### src/rtl/tl_a_rr_arbiter_pkg.sv
// Shared TileLink definitions for the A-channel round-robin arbiter:
// opcode constants, channel field widths, arbiter states and the burst beat-count decode.
package tl_a_rr_arbiter_pkg;

    localparam logic [2:0] TL_PUT_FULL    = 3'd0;
    localparam logic [2:0] TL_PUT_PARTIAL = 3'd1;
    localparam logic [2:0] TL_GET         = 3'd4;

    localparam int unsigned TL_OPCODE_W     = 3;
    localparam int unsigned TL_A_PARAM_W    = 3;
    localparam int unsigned TL_D_PARAM_W    = 2;
    localparam int unsigned TL_SIZE_W       = 3;
    localparam int unsigned TL_IN_SOURCE_W  = 2;
    localparam int unsigned TL_OUT_SOURCE_W = 3;
    localparam int unsigned TL_ADDR_W       = 31;
    localparam int unsigned TL_MASK_W       = 8;
    localparam int unsigned TL_DATA_W       = 64;
    localparam int unsigned TL_SINK_W       = 1;
    localparam int unsigned TL_BEAT_W       = 4;
    localparam int unsigned TL_CNT_W        = 3;

    typedef enum logic [0:0] {
        ST_IDLE   = 1'b0,
        ST_LOCKED = 1'b1
    } arb_state_e;

    // Beats carried by a request on the 64-bit bus; only Puts larger than one
    // bus word span multiple beats, and the count saturates at max_beats.
    function automatic logic [TL_BEAT_W-1:0] tl_beats(
        input logic [TL_OPCODE_W-1:0] opcode,
        input logic [TL_SIZE_W-1:0]   size,
        input int unsigned            max_beats
    );
        int unsigned n;
        n = 1;
        if ((opcode == TL_PUT_FULL || opcode == TL_PUT_PARTIAL) && size > 3'd3) begin
            n = 32'd1 << (size - 3'd3);
            if (n > max_beats) begin
                n = max_beats;
            end
        end
        return TL_BEAT_W'(n);
    endfunction

endpackage

### src/rtl/tl_a_rr_arbiter_beat_counter.sv
// Burst beat tracking: decodes the beat count of the granted request, holds the
// remaining-beat counter and flags the beat that ends the current request.
module tl_beat_counter
    import tl_a_rr_arbiter_pkg::*;
#(
    parameter int unsigned MAX_BEATS = 8
) (
    input  logic                   clock,
    input  logic                   reset,
    input  logic [TL_OPCODE_W-1:0] a_opcode,
    input  logic [TL_SIZE_W-1:0]   a_size,
    input  logic                   fire,
    input  logic                   locked,
    output logic                   last_beat
);

    logic [TL_BEAT_W-1:0] beats;
    logic [TL_CNT_W-1:0]  beat_cnt;

    assign beats     = tl_beats(a_opcode, a_size, MAX_BEATS);
    // An unlocked fire is the first beat, so it is also the last only for single-beat requests.
    assign last_beat = locked ? (beat_cnt == TL_CNT_W'(1)) : (beats == TL_BEAT_W'(1));

    // Load remaining beats on the first fire of a burst, count down on each locked fire.
    always_ff @(posedge clock or negedge reset) begin
        if (!reset) begin
            beat_cnt <= '0;
        end else if (fire) begin
            if (locked) begin
                beat_cnt <= beat_cnt - 1'b1;
            end else if (!last_beat) begin
                beat_cnt <= TL_CNT_W'(beats - 1'b1);
            end
        end
    end

endmodule

### src/rtl/tl_a_rr_arbiter.sv
// Two-port TileLink A-channel round-robin arbiter with burst locking, plus
// zero-latency D-channel response routing by the source MSB.
module tl_a_rr_arbiter
    import tl_a_rr_arbiter_pkg::*;
#(
    parameter int unsigned NUM_IN    = 2,
    parameter int unsigned MAX_BEATS = 8
) (
    input  logic                       clock,
    input  logic                       reset,

    input  logic                       in0_a_valid,
    output logic                       in0_a_ready,
    input  logic [TL_OPCODE_W-1:0]     in0_a_bits_opcode,
    input  logic [TL_A_PARAM_W-1:0]    in0_a_bits_param,
    input  logic [TL_SIZE_W-1:0]       in0_a_bits_size,
    input  logic [TL_IN_SOURCE_W-1:0]  in0_a_bits_source,
    input  logic [TL_ADDR_W-1:0]       in0_a_bits_address,
    input  logic [TL_MASK_W-1:0]       in0_a_bits_mask,
    input  logic [TL_DATA_W-1:0]       in0_a_bits_data,
    input  logic                       in0_a_bits_corrupt,

    input  logic                       in1_a_valid,
    output logic                       in1_a_ready,
    input  logic [TL_OPCODE_W-1:0]     in1_a_bits_opcode,
    input  logic [TL_A_PARAM_W-1:0]    in1_a_bits_param,
    input  logic [TL_SIZE_W-1:0]       in1_a_bits_size,
    input  logic [TL_IN_SOURCE_W-1:0]  in1_a_bits_source,
    input  logic [TL_ADDR_W-1:0]       in1_a_bits_address,
    input  logic [TL_MASK_W-1:0]       in1_a_bits_mask,
    input  logic [TL_DATA_W-1:0]       in1_a_bits_data,
    input  logic                       in1_a_bits_corrupt,

    input  logic                       in0_d_ready,
    output logic                       in0_d_valid,
    output logic [TL_OPCODE_W-1:0]     in0_d_bits_opcode,
    output logic [TL_D_PARAM_W-1:0]    in0_d_bits_param,
    output logic [TL_SIZE_W-1:0]       in0_d_bits_size,
    output logic [TL_IN_SOURCE_W-1:0]  in0_d_bits_source,
    output logic [TL_SINK_W-1:0]       in0_d_bits_sink,
    output logic                       in0_d_bits_denied,
    output logic [TL_DATA_W-1:0]       in0_d_bits_data,
    output logic                       in0_d_bits_corrupt,

    input  logic                       in1_d_ready,
    output logic                       in1_d_valid,
    output logic [TL_OPCODE_W-1:0]     in1_d_bits_opcode,
    output logic [TL_D_PARAM_W-1:0]    in1_d_bits_param,
    output logic [TL_SIZE_W-1:0]       in1_d_bits_size,
    output logic [TL_IN_SOURCE_W-1:0]  in1_d_bits_source,
    output logic [TL_SINK_W-1:0]       in1_d_bits_sink,
    output logic                       in1_d_bits_denied,
    output logic [TL_DATA_W-1:0]       in1_d_bits_data,
    output logic                       in1_d_bits_corrupt,

    output logic                       out_a_valid,
    input  logic                       out_a_ready,
    output logic [TL_OPCODE_W-1:0]     out_a_bits_opcode,
    output logic [TL_A_PARAM_W-1:0]    out_a_bits_param,
    output logic [TL_SIZE_W-1:0]       out_a_bits_size,
    output logic [TL_OUT_SOURCE_W-1:0] out_a_bits_source,
    output logic [TL_ADDR_W-1:0]       out_a_bits_address,
    output logic [TL_MASK_W-1:0]       out_a_bits_mask,
    output logic [TL_DATA_W-1:0]       out_a_bits_data,
    output logic                       out_a_bits_corrupt,

    input  logic                       out_d_valid,
    output logic                       out_d_ready,
    input  logic [TL_OPCODE_W-1:0]     out_d_bits_opcode,
    input  logic [TL_D_PARAM_W-1:0]    out_d_bits_param,
    input  logic [TL_SIZE_W-1:0]       out_d_bits_size,
    input  logic [TL_OUT_SOURCE_W-1:0] out_d_bits_source,
    input  logic [TL_SINK_W-1:0]       out_d_bits_sink,
    input  logic                       out_d_bits_denied,
    input  logic [TL_DATA_W-1:0]       out_d_bits_data,
    input  logic                       out_d_bits_corrupt
);

    localparam int unsigned PORT_W = (NUM_IN > 1) ? $clog2(NUM_IN) : 1;

    arb_state_e          state_q, state_d;
    logic [PORT_W-1:0]   grant, lock_port, rr_last;
    logic                locked, arb_active, sel1, fire, last_beat;
    logic [TL_IN_SOURCE_W-1:0] sel_source;

    assign locked = (state_q == ST_LOCKED);

    // Grant selection: held on the locked port, otherwise round-robin among valid ports.
    always_comb begin
        grant      = '0;
        arb_active = locked || in0_a_valid || in1_a_valid;
        if (locked) begin
            grant = lock_port;
        end else if (in0_a_valid && in1_a_valid) begin
            grant = ~rr_last;
        end else if (in1_a_valid) begin
            grant = PORT_W'(1);
        end
    end

    // A-channel mux toward the output; with nothing valid it shows port 0 with no ready.
    always_comb begin
        sel1               = (grant == PORT_W'(1));
        out_a_valid        = sel1 ? in1_a_valid        : in0_a_valid;
        out_a_bits_opcode  = sel1 ? in1_a_bits_opcode  : in0_a_bits_opcode;
        out_a_bits_param   = sel1 ? in1_a_bits_param   : in0_a_bits_param;
        out_a_bits_size    = sel1 ? in1_a_bits_size    : in0_a_bits_size;
        sel_source         = sel1 ? in1_a_bits_source  : in0_a_bits_source;
        out_a_bits_address = sel1 ? in1_a_bits_address : in0_a_bits_address;
        out_a_bits_mask    = sel1 ? in1_a_bits_mask    : in0_a_bits_mask;
        out_a_bits_data    = sel1 ? in1_a_bits_data    : in0_a_bits_data;
        out_a_bits_corrupt = sel1 ? in1_a_bits_corrupt : in0_a_bits_corrupt;
        out_a_bits_source  = {grant, sel_source};
        in0_a_ready        = arb_active && !sel1 && out_a_ready;
        in1_a_ready        = arb_active &&  sel1 && out_a_ready;
        fire               = out_a_valid && out_a_ready;
    end

    tl_beat_counter #(
        .MAX_BEATS (MAX_BEATS)
    ) u_beat_counter (
        .clock     (clock),
        .reset     (reset),
        .a_opcode  (out_a_bits_opcode),
        .a_size    (out_a_bits_size),
        .fire      (fire),
        .locked    (locked),
        .last_beat (last_beat)
    );

    // Next state: lock on the first beat of a multi-beat burst, unlock on its last beat.
    always_comb begin
        state_d = state_q;
        case (state_q)
            ST_IDLE:   if (fire && !last_beat) state_d = ST_LOCKED;
            ST_LOCKED: if (fire &&  last_beat) state_d = ST_IDLE;
        endcase
    end

    // State, locked port and round-robin history registers.
    always_ff @(posedge clock or negedge reset) begin
        if (!reset) begin
            state_q   <= ST_IDLE;
            lock_port <= '0;
            rr_last   <= PORT_W'(1);
        end else begin
            state_q <= state_d;
            if (fire && !locked && !last_beat) begin
                lock_port <= grant;
            end
            if (fire && last_beat) begin
                rr_last <= grant;
            end
        end
    end

    // D-channel routing by source MSB, independent of arbitration state.
    always_comb begin
        in0_d_valid        = out_d_valid && !out_d_bits_source[2];
        in1_d_valid        = out_d_valid &&  out_d_bits_source[2];
        in0_d_bits_opcode  = out_d_bits_opcode;
        in1_d_bits_opcode  = out_d_bits_opcode;
        in0_d_bits_param   = out_d_bits_param;
        in1_d_bits_param   = out_d_bits_param;
        in0_d_bits_size    = out_d_bits_size;
        in1_d_bits_size    = out_d_bits_size;
        in0_d_bits_source  = out_d_bits_source[1:0];
        in1_d_bits_source  = out_d_bits_source[1:0];
        in0_d_bits_sink    = out_d_bits_sink;
        in1_d_bits_sink    = out_d_bits_sink;
        in0_d_bits_denied  = out_d_bits_denied;
        in1_d_bits_denied  = out_d_bits_denied;
        in0_d_bits_data    = out_d_bits_data;
        in1_d_bits_data    = out_d_bits_data;
        in0_d_bits_corrupt = out_d_bits_corrupt;
        in1_d_bits_corrupt = out_d_bits_corrupt;
        out_d_ready        = out_d_bits_source[2] ? in1_d_ready : in0_d_ready;
    end

endmodule

### config.mk
export PLATFORM = sky130hd
export DESIGN_NAME = tl_a_rr_arbiter
export DESIGN_NICKNAME = d
export VERILOG_FILES = /design/src/rtl/tl_a_rr_arbiter_pkg.sv /design/src/rtl/tl_a_rr_arbiter_beat_counter.sv /design/src/rtl/tl_a_rr_arbiter.sv
export SDC_FILE = /design/constraint.sdc
export NUM_CORES = 1
export LEC_CHECK = 0
export CAP_MARGIN = 10
export CORE_AREA = 2 2 232 234
export CTS_CLUSTER_DIAMETER = 60
export DETAILED_ROUTE_END_ITERATION = 7
export DIE_AREA = 0 0 234 236
export PLACE_DENSITY_LB_ADDON = 0.2
export SETUP_SLACK_MARGIN = 0.1
export SLEW_MARGIN = 0
export SYNTH_ARGS = -nofsm -noshare
export SYNTH_HDL_FRONTEND = slang
export SYNTH_SLANG_ARGS = --single-unit
### constraint.sdc
create_clock -name clock -period 4.8 [get_ports clock]
set_clock_uncertainty 0.15 [all_clocks]
set_input_delay 0.96 -clock clock [delete_from_list [all_inputs] [get_ports clock]]
set_output_delay 0.96 -clock clock [all_outputs]
set_load 0.005 [all_outputs]
==> PnR_summary.wiki <==
{| class="wikitable"
! Metric !! Value
|-
| Resize count post-CTS || 0
|-
| Critical path endpoint category || output pin
|-
| Number of diodes added for antenna fixing || 0
|-
| Antenna-violating nets left || 0
|-
| Number of buffers on the longest clock path || 2
|-
| Sum of overflow across all layers after global routing || 0
|-
| Die width || 234 um
|-
| Clock period minus worst slack || 4.30 ns
|-
| Most frequent standard cell in the layout excluding fill and tap cells || clkdlybuf4s50_1
|-
| Remaining routing DRC violations || 0
|-
| Global-route total usage across every layer || 5.53%
|-
| Row count || 85
|-
| Async set-reset flop share out of synthesis || 100%
|-
| CTS tree || yes
|-
| Setup violation total in the final timing report || 0
|-
| Wire per inst || 13.8 um
|-
| Worst Setup Path Type || input pin to output pin
|-
| Maximum number of pins on one net before global-route repair || 40
|-
| Static Leak || 2.23 nW
|-
| DP HPWL || 15.3 mm
|-
| Initial DRC Count || 44
|-
| Final Hold Vio Count || 0
|-
| Cells after Synth || 344
|-
| CTS Buf Count || 3
|-
| Power density relative to cell area || 310 nW/um^2
|-
| Endpoint required time on the critical path || 3.69 ns
|-
| Highest-count cells in the layout ignoring fill and taps || clkdlybuf4s50_1 (358), mux2_2 (118), buf_4 (9)
|-
| Last weighted congestion value of the routability-driven placer || 0.718
|-
| Average vias per placed instance || 2.47
|-
| Max H-tree Level || 1
|-
| Yosys warning total || 0
|-
| Number of port buffers || 360
|-
| Top achievable clock speed || 232 MHz
|-
| Slew of the pin with the lowest slew margin || 0.442 ns
|-
| Top flip-flop cell by instance count after synthesis || dfrtp_1
|-
| Effective utilization at floorplan || 5.88%
|-
| Area of the die || 55,200 um^2
|-
| Number of nets produced by synthesis || 664
|-
| HP Class || register to register
|-
| Clk Tree Root Cell || clkbuf_16
|-
| Arrival @ worst endpoint || 3.19 ns
|-
| Outcome || finished, final reports clean
|-
| Number of antenna violations at the first check in global routing || 0
|-
| Maximum fanout encountered on the critical timing path || 34
|-
| Number of hold buffers added after cts || 0
|-
| Setup fix buffers added after clock tree synthesis || 0
|-
| Clock Latency Late Sink || 0.23 ns
|-
| Sequential cell area fraction in the yosys report || 4.85%
|-
| Count of cell types in the netlist || 32
|-
| Placeable Area || 53,100 um^2
|-
| Global-route wire length before repair || 22.3 mm
|-
| Slew HR || 70.6%
|-
| Mean area per synthesized cell || 9.07 um^2
|-
| Clock sink total || 6
|-
| Max Cap Violations || 0
|-
| Crit share post-route || 89.6%
|-
| Max Slew Vio Count || 0
|-
| Overall routed net length || 17.2 mm
|-
| Length of the first detailed-routing pass in iterations || 4
|-
| Vias || 3,070
|-
| Nets || 870
|-
| Fraction of layout instances using a drive strength above 1 || 25.9%
|-
| Total of flip-flops plus latches after synthesis || 6
|-
| Fin Hold WS || 0.383 ns
|-
| Setup repair after global routing missed its margin || false
|-
| Post-synthesis cell area || 3120 um^2
|-
| Largest vdd supply drop || 0.290 mV
|-
| Number of ports placed on the die boundary || 592
|-
| Setup_tns || 0 ns
|-
| Number of flops mapped to enable cells by yosys || 0
|-
| Die boundary height || 236 um
|-
| Setup crit start kind || input pin
|-
| Clock-pin slew reported for the worst setup and hold paths after clock tree synthesis || 0.04 ns
|-
| Vias in the first global route || 3,189
|-
| Area overhead of the layout relative to synthesis || 110%
|}
==> final timing paths <==
path / slack, ns / from / to / cells after the start
setup / recovery: 0.50 / in0_a_valid / out_a_bits_data[50] / 7
hold / removal: 0.38 / u_beat_counter.beat_cnt[1] / u_beat_counter.beat_cnt[1] / 2
setup reg to reg: 1.90 / register / lock_port / 11
hold reg to reg: 0.38 / u_beat_counter.beat_cnt[1] / u_beat_counter.beat_cnt[1] / 2
max in group asynchronous: 3.36 / reset / rr_last / 1
min in group asynchronous: 0.85 / reset / u_beat_counter.beat_cnt[1] / 1
==> metrics by stage <==
| stage | setup WS, ns | cells | cell area [um^2] | total power [mW] | utilization (%) |
|---|---|---|---|---|---|
| 2_1_floorplan | 1.59 | 344 | 3120 | 1.00 | - |
| 3_3_place_gp | 0.470 | 1241 | 6460 | 1.95 | 12.2 |
| 3_5_place_dp | 0.469 | 1241 | 6460 | 1.93 | 12.2 |
| 4_1_cts | 0.466 | 1245 | 6540 | 2.08 | 12.3 |
| 5_1_grt | 0.335 | 1245 | 6540 | 2.19 | 12.3 |
| 6_report | 0.498 | 1245 | 6540 | 2.02 | 12.3 |
==> per-layer routing <==
layer	share of wire (%)	up-vias	track usage [%]
met3	16	8	3.09
met1	34	1317	5.69
li1	-	1432	-
met2	49	313	10.0
met4	0.53	0	0.537
met5	0	-	0
==> Yosys cell counts (2+ instances only) <==
cell type | n | area share (%)
nor2_1 | 3 | 0.36
inv_1 | 3 | 0.36
ha_1 | 4 | 1.6
nor3b_1 | 2 | 0.48
dfrtp_1 | 5 | 4.0
a21boi_2 | 2 | 0.72
a21oi_1 | 2 | 0.32
and2_1 | 2 | 0.40
inv_2 | 2 | 0.24
buf_2 | 8 | 1.3
nand3b_1 | 3 | 0.72
o21ai_0 | 6 | 0.96
buf_4 | 160 | 39
mux2_2 | 118 | 43
mux2i_1 | 5 | 1.6
nand3_1 | 2 | 0.32
nand2_1 | 2 | 0.24
==> worst max-delay path: stages <==
cell             delay [ns]
clkdlybuf4s50_1        0.58
a21boi_2               0.11
a21boi_4               0.24
buf_12                 0.24
buf_4                  0.22
mux2_2                 0.34
clkdlybuf4s50_1        0.46
==> where the power goes <==
part | internal (mW) | switching (mW)
combinational | 1.17 | 0.613
clock | 0.110 | 0.0279
sequential | 0.0782 | 0.0273
==> final cells by class <==
class | count | area [um^2]
multi-input combinational | 164 | 1700
fill | 6012 | 46500
sequential | 6 | 151
timing repair buffer | 370 | 3710
tap | 696 | 871
clock buffer | 4 | 78.8
inverter | 5 | 18.8
==> kinds of logic after synthesis <==
| group | Yosys count | synth area share [%] |
|---|---|---|
| AO/OA/AOI/OAI | 16 | 4.37 |
| AND/OR/NAND/NOR | 19 | 3.57 |
| flip-flops | 6 | 4.85 |
| adder cells (fa/ha/maj) | 4 | 1.60 |
| buffers and inverters | 174 | 40.8 |
| XOR/XNOR | 1 | 0.281 |
| multiplexers | 124 | 44.6 |
No activity file was read; power rests on OpenSTA's default activity.
